**src/rtl/cdc_sched_pkg.sv**
```systemverilog
// Shared definitions for the dmux_cdc transmit scheduler and its benches.
// Keeping the default timing constants here keeps both sides of the crossing in agreement.
package cdc_sched_pkg;

  typedef enum logic [1:0] {
    IDLE = 2'd0,
    HOLD = 2'd1,
    GAP  = 2'd2
  } sched_state_e;

  localparam int DEF_HOLD_CYCLES = 10;
  localparam int DEF_GAP_CYCLES  = 20;

  function automatic int max2(input int a, input int b);
    return (a > b) ? a : b;
  endfunction

endpackage

```
**src/rtl/rr_pick.sv**
```systemverilog
// Combinational round-robin selector: the first asserted request at or after ptr, wrapping.
module rr_pick #(
  parameter int NUM_REQ = 4,
  parameter int IW      = $clog2(NUM_REQ)
) (
  input  logic [NUM_REQ-1:0] req,
  input  logic [IW-1:0]      ptr,
  output logic [NUM_REQ-1:0] onehot,
  output logic [IW-1:0]      idx,
  output logic               any
);

  always_comb begin
    int j;
    onehot = '0;
    idx    = '0;
    any    = 1'b0;
    j      = 0;
    for (int k = 0; k < NUM_REQ; k++) begin
      j = int'(ptr) + k;
      if (j >= NUM_REQ) j = j - NUM_REQ;
      if (!any && req[j]) begin
        any       = 1'b1;
        idx       = IW'(j);
        onehot[j] = 1'b1;
      end
    end
  end

endmodule

```
**src/rtl/cdc_tx_sched.sv**
```systemverilog
// Fast-domain transmit scheduler for dmux_cdc: round-robin grant, then a fixed-length
// valid pulse followed by a guaranteed low gap so the slow side can sample and settle.
module cdc_tx_sched
  import cdc_sched_pkg::*;
#(
  parameter int NUM_REQ     = 4,
  parameter int DATA_WIDTH  = 8,
  parameter int HOLD_CYCLES = DEF_HOLD_CYCLES,
  parameter int GAP_CYCLES  = DEF_GAP_CYCLES
) (
  input  logic                          clk_f,
  input  logic                          rst_n,
  input  logic [NUM_REQ-1:0]            req,
  input  logic [NUM_REQ*DATA_WIDTH-1:0] req_data,
  output logic [NUM_REQ-1:0]            gnt,
  output logic [$clog2(NUM_REQ)-1:0]    gnt_id,
  output logic [DATA_WIDTH-1:0]         data_in,
  output logic                          valid_in,
  output logic                          busy
);

  localparam int IW = $clog2(NUM_REQ);
  localparam int CW = $clog2(max2(HOLD_CYCLES, GAP_CYCLES) + 1);
  localparam logic [CW-1:0] HOLD_LD = CW'(HOLD_CYCLES - 1);
  localparam logic [CW-1:0] GAP_LD  = CW'(GAP_CYCLES - 1);

  sched_state_e state_q, state_d;
  logic [CW-1:0]         cnt_q, cnt_d;
  logic [IW-1:0]         ptr_q, ptr_d;
  logic [NUM_REQ-1:0]    gnt_q, gnt_d;
  logic [IW-1:0]         gnt_id_q, gnt_id_d;
  logic [DATA_WIDTH-1:0] data_q, data_d;
  logic                  valid_q, valid_d;
  logic                  busy_q, busy_d;

  logic [NUM_REQ-1:0][DATA_WIDTH-1:0] words;
  logic [NUM_REQ-1:0]                 pick_oh;
  logic [IW-1:0]                      pick_idx;
  logic                               pick_any;
  logic                               arb;

  assign words = req_data;

  rr_pick #(.NUM_REQ(NUM_REQ), .IW(IW)) u_pick (
    .req    (req),
    .ptr    (ptr_q),
    .onehot (pick_oh),
    .idx    (pick_idx),
    .any    (pick_any)
  );

  always_comb begin
    state_d  = state_q;
    cnt_d    = cnt_q;
    ptr_d    = ptr_q;
    gnt_d    = '0;
    gnt_id_d = gnt_id_q;
    data_d   = data_q;
    valid_d  = valid_q;
    arb      = 1'b0;

    case (state_q)
      IDLE: arb = pick_any;
      HOLD: begin
        if (cnt_q == '0) begin
          valid_d = 1'b0;
          cnt_d   = GAP_LD;
          state_d = GAP;
        end else begin
          cnt_d = cnt_q - CW'(1);
        end
      end
      GAP: begin
        // Gap expiry with a pending request chains straight into the next word.
        if (cnt_q == '0) begin
          if (pick_any) arb = 1'b1;
          else          state_d = IDLE;
        end else begin
          cnt_d = cnt_q - CW'(1);
        end
      end
      default: begin
        state_d = IDLE;
        valid_d = 1'b0;
      end
    endcase

    if (arb) begin
      data_d   = words[pick_idx];
      valid_d  = 1'b1;
      gnt_d    = pick_oh;
      gnt_id_d = pick_idx;
      ptr_d    = (pick_idx == IW'(NUM_REQ - 1)) ? '0 : pick_idx + IW'(1);
      cnt_d    = HOLD_LD;
      state_d  = HOLD;
    end

    busy_d = (state_d != IDLE);
  end

  always_ff @(posedge clk_f or negedge rst_n) begin
    if (!rst_n) begin
      state_q  <= IDLE;
      cnt_q    <= '0;
      ptr_q    <= '0;
      gnt_q    <= '0;
      gnt_id_q <= '0;
      data_q   <= '0;
      valid_q  <= 1'b0;
      busy_q   <= 1'b0;
    end else begin
      state_q  <= state_d;
      cnt_q    <= cnt_d;
      ptr_q    <= ptr_d;
      gnt_q    <= gnt_d;
      gnt_id_q <= gnt_id_d;
      data_q   <= data_d;
      valid_q  <= valid_d;
      busy_q   <= busy_d;
    end
  end

  assign gnt      = gnt_q;
  assign gnt_id   = gnt_id_q;
  assign data_in  = data_q;
  assign valid_in = valid_q;
  assign busy     = busy_q;

endmodule

```
**config.mk**
```make
export PLATFORM = sky130hd
export DESIGN_NAME = cdc_tx_sched
export DESIGN_NICKNAME = d
export VERILOG_FILES = /design/src/rtl/cdc_sched_pkg.sv /design/src/rtl/rr_pick.sv /design/src/rtl/cdc_tx_sched.sv
export SDC_FILE = /design/constraint.sdc
export NUM_CORES = 1
export LEC_CHECK = 0
export BUFFER_PORTS_ARGS = -buffer_cell sky130_fd_sc_hd__buf_2
export CAP_MARGIN = 30
export CELL_PAD_IN_SITES_DETAIL_PLACEMENT = 1
export CELL_PAD_IN_SITES_GLOBAL_PLACEMENT = 1
export CORE_MARGIN = 1.5
export CORE_UTILIZATION = 28
export DETAILED_ROUTE_END_ITERATION = 7
export PLACE_DENSITY_LB_ADDON = 0.2
export SLEW_MARGIN = 30
export SYNTH_ARGS = -nofsm -noshare
export SYNTH_HDL_FRONTEND = slang
export SYNTH_SLANG_ARGS = --single-unit
```
**constraint.sdc**
```tcl
create_clock -name clk_f -period 3.15 [get_ports clk_f]
set_input_delay 0.315 -clock clk_f [delete_from_list [all_inputs] [get_ports clk_f]]
set_output_delay 0.315 -clock clk_f [all_outputs]
set_load 0.02 [all_outputs]
```
-- Word level (Yosys, flattened, before mapping)
Cells that the tools add are included.
- flip-flop bits (word level): 25
- word-level logic and storage cells: 111
- eq/ne operators: 6
- magnitude comparators: 13
- multiplexer cells: 55
- bitwise logic cells: 3
- reduce and logical (&&, ||, !) cells: 17
- add/subtract/negate cells: 9
- operator list (kind ; count):
    32-bit by 1-bit greater-or-equal comparator with 1-bit output (second input constant) ; 4
    32-bit by 4-bit less-than comparator with 1-bit output (second input constant) ; 4
    32-bit 2-to-1 mux ; 4
    32-bit by 4-bit greater-or-equal comparator with 1-bit output (second input constant) ; 3
    32-bit by 4-bit subtractor with 32-bit output (second input constant) ; 3
    1-bit 2-to-1 mux ; 20
    4-bit 2-to-1 mux ; 5
    2-bit 2-to-1 mux ; 9
    8-bit binary-select mux with 2-bit select ; 1
    5-bit 2-to-1 mux ; 3
    4-bit OR ; 3
    5-bit one-hot mux with 2 select lines ; 1
    1-bit binary-select mux with 2-bit select ; 4
    1-bit demux with 2-bit select ; 4
    8-bit 2-to-1 mux ; 1
    1-bit logical AND ; 7
    2-bit by 2-bit adder with 3-bit output (second input constant) ; 2
    3-bit != test (second input constant) ; 2
    2-bit one-hot mux with 3 select lines ; 1
    5-bit zero test ; 1
    5-bit by 1-bit subtractor with 5-bit output (second input constant) ; 1
    2-bit == test (second input constant) ; 2
    1-bit one-hot mux with 2 select lines ; 2
    2-bit AND reduction ; 2
    12 further kinds ; 14

-- Depth between registers and ports, before layout
Gate-level depths: netlist of the first run.
- depth in word-level cells: 20
- gate-level depth with buffers: 12
- mapped depth without buffers: 8

-- By module
Synthesis of the first run repeated with hierarchy kept, for this count alone.
- cells, all modules: 161
- area, all modules: 1860.5 µm²
- modules (own cells, without submodules) (module ; area each (µm²) ; instances ; cells an instance):
    cdc_tx_sched ; 1400.1 ; 1 ; 113
    rr_pick ; 460.4 ; 1 ; 48

-- Least setup slack after synthesis of the first run
OpenSTA, ideal clock, no wires.
- path kind: flip-flop to flip-flop
- start: register with a tool-made name
- end: register data_q[0], in the netlist data_in[0]
- setup time: 0.126 ns
- stages on the path, launching flop included: 12
- data arrival time: 2.296 ns
- setup slack: 0.728 ns
- period minus slack after synthesis: 2.422 ns
- path buffers: 3
- cell sequence: dfrtp_1 > buf_4 > inv_1 > ha_1 > buf_6 > nor2b_4 > o221ai_1 > o31ai_1 > a21o_1 > buf_6 > mux2_4 > a221o_1
- RTL lines (what ; line ; RTL):
    to (signal assigned) ; cdc_tx_sched.sv:117 ; data_q <= data_d;
    to (decl) ; cdc_tx_sched.sv:32 ; logic [DATA_WIDTH-1:0] data_q, data_d;

-- Worst setup path in the final report of the first run
- start: register ptr_q[1]
- end: register data_q[2], in the netlist data_in[2]
- cells in the longest elaborated chain, start to end: 18
- elaborated cells on any way between the ends: 46
- classes of those cells: add/sub: 7; order compare: 4; mux: 29; reduce/logical: 6
- ends and longest elaborated chain (what ; line ; RTL):
    from (decl) ; cdc_tx_sched.sv:29 ; logic [IW-1:0] ptr_q, ptr_d;
    from (signal assigned) ; cdc_tx_sched.sv:114 ; ptr_q <= ptr_d;
    parallel branches: the longest is 18 deep, another holds 32-bit by 4-bit subtractor with 32-bit output ; - ;
Several ways; the timed one is not identified. The select of a mux whose other input is x is not followed.
A chain may end at the register's enable or synchronous reset.

==> impl_metrics.json, run 1 <==
{
  "maxClockFrequency_mhz": 362,
  "gp_congestion": 0.728,
  "fraction_of_synthesis_flops_using_an_asynchronous_set_or_reset_pin": 1.00,
  "fin_nets": 290,
  "number_of_buffers_inserted_to_repair_setup_after_cts": 0,
  "timing.reg2reg.setup_slack_ns": 0.39,
  "antennaDiodeCount": 0,
  "dpl_hpwl_microns": 3520,
  "cp_data_arrival_time_ns": 2.92,
  "tritoncts": "done",
  "initial_util": 0.294,
  "synth_area_leaders": "sky130_fd_sc_hd__dfrtp_1 (33%), sky130_fd_sc_hd__mux2i_1 (6.9%), sky130_fd_sc_hd__mux2_4 (6.3%), sky130_fd_sc_hd__nand2_1 (6.3%), sky130_fd_sc_hd__a221o_1 (4.2%)",
  "power-per-cell-area_nw_per_um2": 977,
  "worst_slew_pin_slew_ns": 0.663,
  "hold_path_class": "in -> async",
  "io_buffers": 53,
  "ys.warnings.count": 0,
  "post_cts.resized_instances": 0,
  "ys_seq_elements": 25,
  "synth_largest_area_cell": "sky130_fd_sc_hd__dfrtp_1",
  "critical_path.endpoint_type": "register",
  "detail_route.first_pass.iterations": 8,
  "fraction_of_the_mapped_netlist_area_in_adder_cells": 0.0396,
  "report.final.slew_viol_count": 0,
  "setup_slack_ns": 0.388,
  "critical_path.reg2reg.endpoint": "data_in[2]",
  "hold_viol_final": 0,
  "clock-root-buffer": "sky130_fd_sc_hd__clkbuf_8",
  "die_area_sq_um": 7280,
  "cts_hold_repair.buffers": 0,
  "i_o_pin_cnt": 54,
  "finClkSkew_ns": 0.00214,
  "clk_latency_ns": 0.26,
  "worst_setup_path_startpoint": "ptr_q[1]",
  "clock_tree.htree_level_count": 1,
  "critical_path_endpoint": "data_in[2]",
  "violations": "DRC",
  "finalSetupViolations": 0,
  "drive_gt1_frac": 0.327,
  "timing.critical_path.from_type": "register",
  "grt_max_degree": 26,
  "grt_usage": 0.130,
  "finalSetupTns_ns": 0,
  "timing.final.crit_period_ns": 2.76,
  "number_of_rows_in_the_core_area": 29,
  "postRouteAntennaNets": 0,
  "yosysUniqueCellTypes": 53,
  "muxShareOfSynthArea": 0.165,
  "post_synth_and_or_nand_nor_area_fraction": 0.166,
  "vdd.ir_drop.worst_v": 0.000315,
  "combinational_family_with_the_most_area_after_synthesis": "compound AO/OA/AOI/OAI gates",
  "synth_flop_cell": "sky130_fd_sc_hd__dfrtp_1",
  "synthXorXnorAreaFrac": 0.0138,
  "syn-mean-instance-area_sq_um": 9.59,
  "drv_cap": 0,
  "crit_required_ns": 3.31,
  "drc": 2,
  "detail_route.wl_per_cell_microns": 14.4,
  "setup.worst_path.class": "reg -> reg",
  "finalCritPeriodShare": 0.877,
  "synth_edf_count": 0,
  "seq_area_frac_synth": 0.330,
  "chipWidth_microns": 85.3,
  "final_core_utilization": 0.343,
  "regToRegStartpoint": "ptr_q[1]",
  "clock_tree.buffer_depth": 2,
  "place_worst_setup_slack_ns": 0.383,
  "fillerInstances": 779,
  "grt_pass1_vias": 1617,
  "clock_sink_count": 25,
  "antenna_violations_before_repair": 0,
  "drt_first_iter_violations": 28,
  "cts-buffers-inserted": 3,
  "die_h_microns": 85.3,
  "drt-vias-per-instance": 5.04,
  "grt_setup_unrepaired": "no",
  "clk_pin_slew_ns": 0.09,
  "gr-total-overflow": 0,
  "fp.coreArea_sq_um": 6460,
  "total_number_of_vias": 1623,
  "grt_pass1_wl_microns": 7870,
  "routed_wirelength_microns": 4630,
  "r2r.worst_path.cells": 9,
  "timing.critical_path.fanout_max": 18,
  "synth_compound_gate_area_share": 0.206,
  "result_of_the_run": "complete, but fails checks",
  "synth.top_cell.area_share": 0.330,
  "synth.cell_area_sq_um": 1900,
  "slew-limit-headroom": 0.554,
  "power.leakage_nw": 1.04,
  "syn-instance-count": 198,
  "synth_nets": 242,
  "area.growth.synth_to_final_pct": 16.7
}
## critical path, cell delays in order (launching register included)
cell and delay [ns]:
sky130_fd_sc_hd__dfrtp_1 0.51, sky130_fd_sc_hd__inv_1 0.14, sky130_fd_sc_hd__ha_1 0.52, sky130_fd_sc_hd__nor2b_4 0.22
sky130_fd_sc_hd__o21ai_1 0.06, sky130_fd_sc_hd__o311ai_1 0.10, sky130_fd_sc_hd__a21o_1 0.16, sky130_fd_sc_hd__buf_4 0.29
sky130_fd_sc_hd__mux2_4 0.33, sky130_fd_sc_hd__a221o_1 0.32
## power by group
| part | internal [mW] | switching [mW] |
|---|---|---|
| Combinational | 0.642 | 0.750 |
| Clock | 0.0904 | 0.0991 |
| Sequential | 0.461 | 0.123 |
| Total | 1.19 | 0.972 |
## synth_stat cells, types with 3 or more instances
cell type                 number
sky130_fd_sc_hd__a21oi_1      12
sky130_fd_sc_hd__a221o_1       8
sky130_fd_sc_hd__a22o_1        4
sky130_fd_sc_hd__buf_6         6
sky130_fd_sc_hd__dfrtp_1      25
sky130_fd_sc_hd__ha_1          6
sky130_fd_sc_hd__inv_1         9
sky130_fd_sc_hd__mux2_4        8
sky130_fd_sc_hd__mux2i_1      13
sky130_fd_sc_hd__nand2_1      32
sky130_fd_sc_hd__nor2_1       13
sky130_fd_sc_hd__o21ai_0      11
sky130_fd_sc_hd__xnor2_1       3
## cell families (layout without fill, tap and decap cells)
group,after synthesis,count (layout)
simple gates,63,63
compound gates,53,53
mux,25,25
flops,25,25
buf+inv,23,70
fa+ha+maj,6,6
xor+xnor,3,3
## worst min path at each step
stage | slack, ns | endpoint
global route | 0.07 | gnt[0]
CTS | 0.06 | gnt[1]
detailed placement | 0.36 | gnt[1]
global placement | 0.35 | gnt[3]
floorplan | 0.02 | asynchronous set/reset pin
finish | 0.04 | cnt_q[4]
## stage by stage
step / total power, mW / cell area [sq um] / hold slack [ns] / cells
after floorplan: 1.75 / 1900 / 0.0194 / 198
after global placement: 1.98 / 2170 / 0.354 / 318
after detailed placement: 2.01 / 2170 / 0.364 / 318
after CTS: 2.21 / 2220 / 0.0584 / 322
after global routing: 2.37 / 2220 / 0.0693 / 322
final: 2.17 / 2220 / 0.0395 / 322
## cell usage in the layout (no fill, tap or decap), drive strengths merged, types with 2 or more instances in the layout
cell type / count
nand2: 32
xnor2: 3
nor4b: 2
a21oi: 13
clkbuf: 4
ha: 6
a22o: 4
inv: 9
a31oi: 2
mux2: 10
or3: 2
nor3: 2
a221o: 8
o211ai: 3
buf: 57
o21ai: 13
dfrtp: 25
nor2: 14
o221ai: 3
mux2i: 14
## layout make-up
type | count | area (sq um) | area share
Multi-Input combinational cell | 150 | 1120 | 0.505
Sequential cell | 25 | 626 | 0.282
Timing Repair Buffer | 57 | 295 | 0.133
Tap cell | 77 | 96.3 | 0.0435
Clock buffer | 4 | 45.0 | 0.0203
Inverter | 9 | 33.8 | 0.0152
## layer usage
layer	track usage	share of wire	wire length (microns)
met5	0	0	0
met4	0.0176	0.0022	10
met3	0.0292	0.054	252
met2	0.207	0.45	2060
met1	0.186	0.50	2310
## state kept, by name, summed over array words and instances, names as in the netlist, named ones only
signal / cells
data_in: 8
cnt_q: 5
gnt: 4
gnt_id: 2
state_q: 2
busy: 1
ptr_q: 1
valid_in: 1
No activity file was read; power rests on OpenSTA's default activity.
==> inputs of run 2 (changes only) <==
SYNTH_HIERARCHICAL = 1   (was default)
==> impl_metrics.json, run 2 <==
{
  "clock_tree.buffer_depth": 2,
  "worst_slew_pin_slew_ns": 0.825,
  "tritoncts": "done",
  "grt_setup_unrepaired": "no",
  "setup.worst_path.class": "reg -> reg",
  "finalSetupTns_ns": 0,
  "final_cell_mix": "sky130_fd_sc_hd__buf_2 (53), sky130_fd_sc_hd__dfrtp_1 (25), sky130_fd_sc_hd__buf_4 (12)",
  "r2r.worst_path.cells": 9,
  "cts-buffers-inserted": 3,
  "detail_route.first_pass.iterations": 4,
  "synth_area_leaders": "sky130_fd_sc_hd__dfrtp_1 (34%), sky130_fd_sc_hd__mux4_2 (11%), sky130_fd_sc_hd__mux2_4 (8.1%), sky130_fd_sc_hd__ha_1 (6.7%), sky130_fd_sc_hd__mux4_1 (4.2%)",
  "detail_route.wl_per_cell_microns": 15.9,
  "critical_path.endpoint_type": "register",
  "drc": 0,
  "synth_edf_count": 0,
  "fin_nets": 269,
  "die_h_microns": 84.5,
  "drt_first_iter_violations": 54,
  "drv_cap": 0,
  "finClkSkew_ns": 0.0136,
  "area_occupied_by_multi_input_gates_sq_um": 1140,
  "vdd.ir_drop.worst_v": 0.000388,
  "antenna_violations_before_repair": 0,
  "finalSetupViolations": 0,
  "crit_required_ns": 3.32,
  "clk_latency_ns": 0.28,
  "antennaDiodeCount": 0,
  "cts_hold_repair.buffers": 0,
  "die_area_sq_um": 7140,
  "result_of_the_run": "complete, no violations",
  "finalCritPeriodShare": 0.940,
  "area.sequential_sq_um": 626,
  "final_core_utilization": 0.361,
  "gr-total-overflow": 0,
  "ys.warnings.count": 6,
  "worst_setup_path_startpoint": "ptr_q[1]",
  "grt_pass1_wl_microns": 7760,
  "initial_util": 0.291,
  "fraction_of_synthesis_flops_using_an_asynchronous_set_or_reset_pin": 1.00,
  "synth_commonest_cells": "sky130_fd_sc_hd__dfrtp_1 (25), sky130_fd_sc_hd__nor2_1 (11), sky130_fd_sc_hd__ha_1 (10), sky130_fd_sc_hd__mux2_4 (10), sky130_fd_sc_hd__mux4_2 (9)",
  "chipWidth_microns": 84.5,
  "finalHoldWorstSlack_ns": 0.0285,
  "timing.critical_path.from_type": "register",
  "synth.top_cell.area_share": 0.336,
  "clock_tree.htree_level_count": 1,
  "power-per-cell-area_nw_per_um2": 1120,
  "ys_seq_elements": 25,
  "seq_area_frac_synth": 0.336,
  "maxClockFrequency_mhz": 338,
  "gp_congestion": 0.786,
  "synth_largest_area_cell": "sky130_fd_sc_hd__dfrtp_1",
  "grt_usage": 0.136,
  "synth_flop_cell": "sky130_fd_sc_hd__dfrtp_1",
  "syn-instance-count": 161,
  "regToRegStartpoint": "ptr_q[1]",
  "fillerInstances": 734,
  "clk_pin_slew_ns": 0.10,
  "finish.instance_area_sq_um": 2300,
  "timing.final.crit_period_ns": 2.96,
  "fp.coreArea_sq_um": 6390,
  "hold_viol_final": 0,
  "slew-limit-headroom": 0.442,
  "yosysUniqueCellTypes": 46,
  "drt-vias-per-instance": 5.11,
  "syn-mean-instance-area_sq_um": 11.6,
  "postRouteAntennaNets": 0,
  "dpl_hpwl_microns": 3660,
  "hold_path_class": "in -> async",
  "power.leakage_nw": 1.09,
  "largest_reg_flops": 8,
  "area.growth.synth_to_final_pct": 23.9,
  "clock_sink_count": 25,
  "drive_gt1_frac": 0.459,
  "grt_pass1_vias": 1593,
  "synth.cell_area_sq_um": 1860,
  "report.final.slew_viol_count": 0,
  "clock-root-buffer": "sky130_fd_sc_hd__clkbuf_8",
  "cp_data_arrival_time_ns": 3.13,
  "number_of_rows_in_the_core_area": 29,
  "critical_path.reg2reg.endpoint": "data_in[3]",
  "timing.critical_path.fanout_max": 10,
  "io_buffers": 53,
  "grt_max_degree": 26,
  "dpl-instance-area_sq_um": 2230,
  "i_o_pin_cnt": 54,
  "mostFrequentLayoutCell": "sky130_fd_sc_hd__buf_2",
  "total_number_of_vias": 1517,
  "routed_wirelength_microns": 4720,
  "synth_nets": 209,
  "timing.reg2reg.setup_slack_ns": 0.19,
  "yosysMostFrequentCell": "sky130_fd_sc_hd__dfrtp_1"
}
==> run 2: cell count changes after synthesis, moves of 3 or more <==
cell                      delta
sky130_fd_sc_hd__a21oi_1     -6
sky130_fd_sc_hd__a221o_1     -8
sky130_fd_sc_hd__a22o_1      -4
sky130_fd_sc_hd__a22oi_1     +8
sky130_fd_sc_hd__and3_1      +5
sky130_fd_sc_hd__buf_1       +3
sky130_fd_sc_hd__buf_6       -4
sky130_fd_sc_hd__ha_1        +4
sky130_fd_sc_hd__mux2i_1    -12
sky130_fd_sc_hd__mux4_2      +9
sky130_fd_sc_hd__nand2_1    -24
sky130_fd_sc_hd__o21ai_0     -4
sky130_fd_sc_hd__xnor2_1     -3
==> run 2: stage by stage <==
stage	power, mW	setup WS (ns)	cells
after global routing	2.82	0.0279	297
final	2.58	0.190	297
after CTS	2.56	0.104	294
after global placement	2.32	0.201	290
after floorplan	1.95	0.0943	161
after detailed placement	2.34	0.117	290
==> run 2: worst max path at each step <==
stage | endpoint | slack (ns) | cells past startpoint
final | data_in[3] | 0.19 | 9
after CTS | data_in[3] | 0.10 | 9
after global placement | data_in[0] | 0.20 | 9
after floorplan | data_in[0] | 0.09 | 11
after global routing | data_in[0] | 0.03 | 8
after detailed placement | data_in[3] | 0.12 | 9
==> run 2: area by class of cell <==
cell class,instances,area share
Tap cell,77,0.0418
Clock buffer,3,0.0179
Sequential cell,25,0.271
Clock inverter,1,0.00326
Inverter,7,0.0114
Timing Repair Buffer,66,0.159
Multi-Input combinational cell,118,0.495
==> run 2: repair_timing <==
action,in CTS,in global routing
setup buffers,0,3
setup endpoints to repair,0,9
gates resized for setup,0,2
==> run 2: layer usage <==
metal	global-route usage	vias to the layer above	wire length, microns
met1	0.176	758	2160
met4	0.0440	0	55
li1	-	733	-
met3	0.0118	4	104
met2	0.239	22	2400
met5	0	-	0
==> run 2: cells by family after synthesis <==
kind of cell             share of synthesized area
AO/OA/AOI/OAI                                0.150
adder cells (fa/ha/maj)                     0.0672
buffers and inverters                       0.0538
flip-flops                                   0.336
multiplexers                                 0.262
AND/OR/NAND/NOR                              0.131
==> run 2: critical path, stage by stage, from the launching register on <==
cell and delay [ns]:
sky130_fd_sc_hd__dfrtp_1 0.44, sky130_fd_sc_hd__inv_1 0.09, sky130_fd_sc_hd__ha_1 0.34, sky130_fd_sc_hd__mux4_2 0.39, sky130_fd_sc_hd__buf_4 0.18, sky130_fd_sc_hd__nor4b_4 0.39, sky130_fd_sc_hd__nor2_1 0.09, sky130_fd_sc_hd__a32o_2 0.34
sky130_fd_sc_hd__mux4_2 0.31, sky130_fd_sc_hd__mux2_4 0.27
==> run 2: power by group <==
group	leakage (nW)	internal, mW	switching (mW)
Combinational	0.763	0.928	0.836
Sequential	0.302	0.463	0.150
Clock	0.0217	0.0899	0.112
==> inputs of run 3 (changes only) <==
CORE_UTILIZATION = 40   (was 28)
==> impl_metrics.json, run 3 (synthesized netlist as in run 2, its figures left out) <==
{
  "result_of_the_run": "complete, no violations",
  "cpPeakStageDelay_ns": 0.58,
  "finish.instance_area_sq_um": 2280,
  "sequence_of_cells_on_the_critical_path": "inv_1 > ha_1 > mux4_2 > buf_4 > and2b_2 > o21ai_1 > o31ai_4 > mux4_2 > mux2_4",
  "cp_data_arrival_time_ns": 3.08,
  "drt_first_iter_violations": 101,
  "maxClockFrequency_mhz": 343,
  "routed_wirelength_microns": 4750,
  "clk_pin_slew_ns": 0.09,
  "finalHoldWorstSlack_ns": 0.0294,
  "drive_gt1_frac": 0.466,
  "gr-total-overflow": 0,
  "cts-buffers-inserted": 3,
  "finClkSkew_ns": 0.00278,
  "finalCritPeriodShare": 0.926,
  "placed_instance_count": 269,
  "report.final.slew_viol_count": 0,
  "drt-vias-per-instance": 5.76,
  "drc": 0,
  "timing.critical_path.fanout_max": 10,
  "fin_nets": 270,
  "use_met3": 0.0299,
  "largest_reg_flops": 8,
  "antenna_violations_before_repair": 0,
  "power.leakage_nw": 1.09,
  "io_buffers": 53,
  "hold_path_class": "in -> async",
  "die_area_sq_um": 5070,
  "fp.coreArea_sq_um": 4410,
  "post_cts.resized_instances": 0,
  "number_of_buffers_inserted_to_repair_setup_after_cts": 0,
  "power-per-cell-area_nw_per_um2": 1150,
  "grt_max_degree": 26,
  "worst_slew_pin_slew_ns": 0.696,
  "total_number_of_vias": 1573,
  "grt_usage": 0.200,
  "timing.final.crit_period_ns": 2.92,
  "area.growth.synth_to_final_pct": 22.8,
  "hold_viol_final": 0,
  "initial_util": 0.421,
  "slowest_stage_cell_cp": "sky130_fd_sc_hd__mux4_2",
  "vdd.ir_drop.worst_v": 0.000515,
  "detail_route.wl_per_cell_microns": 17.4,
  "final_cell_mix": "sky130_fd_sc_hd__buf_2 (53), sky130_fd_sc_hd__dfrtp_1 (24), sky130_fd_sc_hd__buf_4 (14)",
  "number_of_rows_in_the_core_area": 24,
  "cts_hold_repair.buffers": 0,
  "cpMostUsedCell": "sky130_fd_sc_hd__mux4_2",
  "chipWidth_microns": 71.2,
  "dpl_hpwl_microns": 3710,
  "slew-limit-headroom": 0.536,
  "critical_path.endpoint_type": "register",
  "clock_tree.htree_level_count": 1,
  "grt_pass1_vias": 1778,
  "grt_setup_unrepaired": "no",
  "clock_tree.buffer_depth": 2,
  "instances_no_fill": 273,
  "met1_usage": 0.237,
  "grt_busiest_layer": "met2",
  "finalSetupTns_ns": 0,
  "finalSetupViolations": 0,
  "clock_sink_count": 25,
  "postRouteAntennaNets": 0,
  "die_h_microns": 71.2,
  "tritoncts": "done",
  "antennaDiodeCount": 0,
  "mostFrequentLayoutCell": "sky130_fd_sc_hd__buf_2",
  "detail_route.first_pass.iterations": 4,
  "grt_pass1_wl_microns": 8060,
  "grt_use_met2": 0.366,
  "drv_cap": 0,
  "gp_congestion": 0.903,
  "setup.worst_path.class": "reg -> reg",
  "timing.critical_path.from_type": "register",
  "clk_latency_ns": 0.27,
  "final_core_utilization": 0.518,
  "dpl-instance-area_sq_um": 2240,
  "i_o_pin_cnt": 54,
  "crit_required_ns": 3.32,
  "clock-root-buffer": "sky130_fd_sc_hd__clkbuf_8"
}
-- run 3: cell types whose count changed in the layout (fill, tap and decap cells not counted) --
cell                         before  now
sky130_fd_sc_hd__o21ai_0          7    6
sky130_fd_sc_hd__clkinvlp_4       1    0
sky130_fd_sc_hd__dfrtp_2          0    1
sky130_fd_sc_hd__clkinv_2         0    1
sky130_fd_sc_hd__o31ai_4          0    1
sky130_fd_sc_hd__buf_6            1    0
sky130_fd_sc_hd__buf_4           12   14
sky130_fd_sc_hd__o31ai_2          1    0
sky130_fd_sc_hd__o21ai_1          0    1
sky130_fd_sc_hd__dfrtp_1         25   24
-- run 3: layout make-up --
| cell class | count | area (sq um) |
|---|---|---|
| Clock buffer | 3 | 41.3 |
| Clock inverter | 1 | 5.00 |
| Fill cell | 513 | 2130 |
| Inverter | 7 | 26.3 |
| Multi-Input combinational cell | 118 | 1150 |
| Sequential cell | 25 | 627 |
| Tap cell | 52 | 65.1 |
| Timing Repair Buffer | 67 | 370 |
-- run 3: stage by stage --
stage	worst slack [ns]	total power [mW]
2_1_floorplan	0.0943	1.95
3_5_place_dp	0.109	2.44
3_3_place_gp	0.0889	2.32
5_1_grt	0.0310	2.84
4_1_cts	0.100	2.65
6_report	0.233	2.63
-- run 3: final timing paths --
check / start / to / slack, ns / cells after the start
max in group asynchronous: rst_n / ptr_q[1] / 2.70 / 1
min reg2reg: gnt_id[1] / gnt_id[1] / 0.52 / 1
max: ptr_q[0] / data_in[3] / 0.23 / 9
min in group clk_f: req_data[25] / data_in[1] / 0.48 / 3
min: rst_n / gnt[3] / 0.03 / 1
max reg2reg: ptr_q[0] / data_in[3] / 0.23 / 9
-- run 3: where the power goes --
group	internal [mW]	switching [mW]	leakage, nW
logic	0.937	0.865	0.768
clock network	0.0887	0.109	0.0255
registers	0.465	0.162	0.301
-- run 3: routing by layer --
layer / share of wire / up-vias / routed length (microns)
met1: 0.42 / 781 / 2020
met3: 0.045 / 6 / 212
li1: - / 738 / -
met5: 0 / - / 0
met4: 0.013 / 0 / 62
met2: 0.52 / 48 / 2450
-- run 3: worst max-delay path: cells and delay by family, from the launching register on --
kind                       cells  cell delay [ns]
adders and majority gates      1             0.34
muxes                          3             1.17
and+or+nand+nor                1             0.27
buffers and inverters          2             0.30
AOI/OAI and AO/OA              2             0.32
DFF                            1             0.40
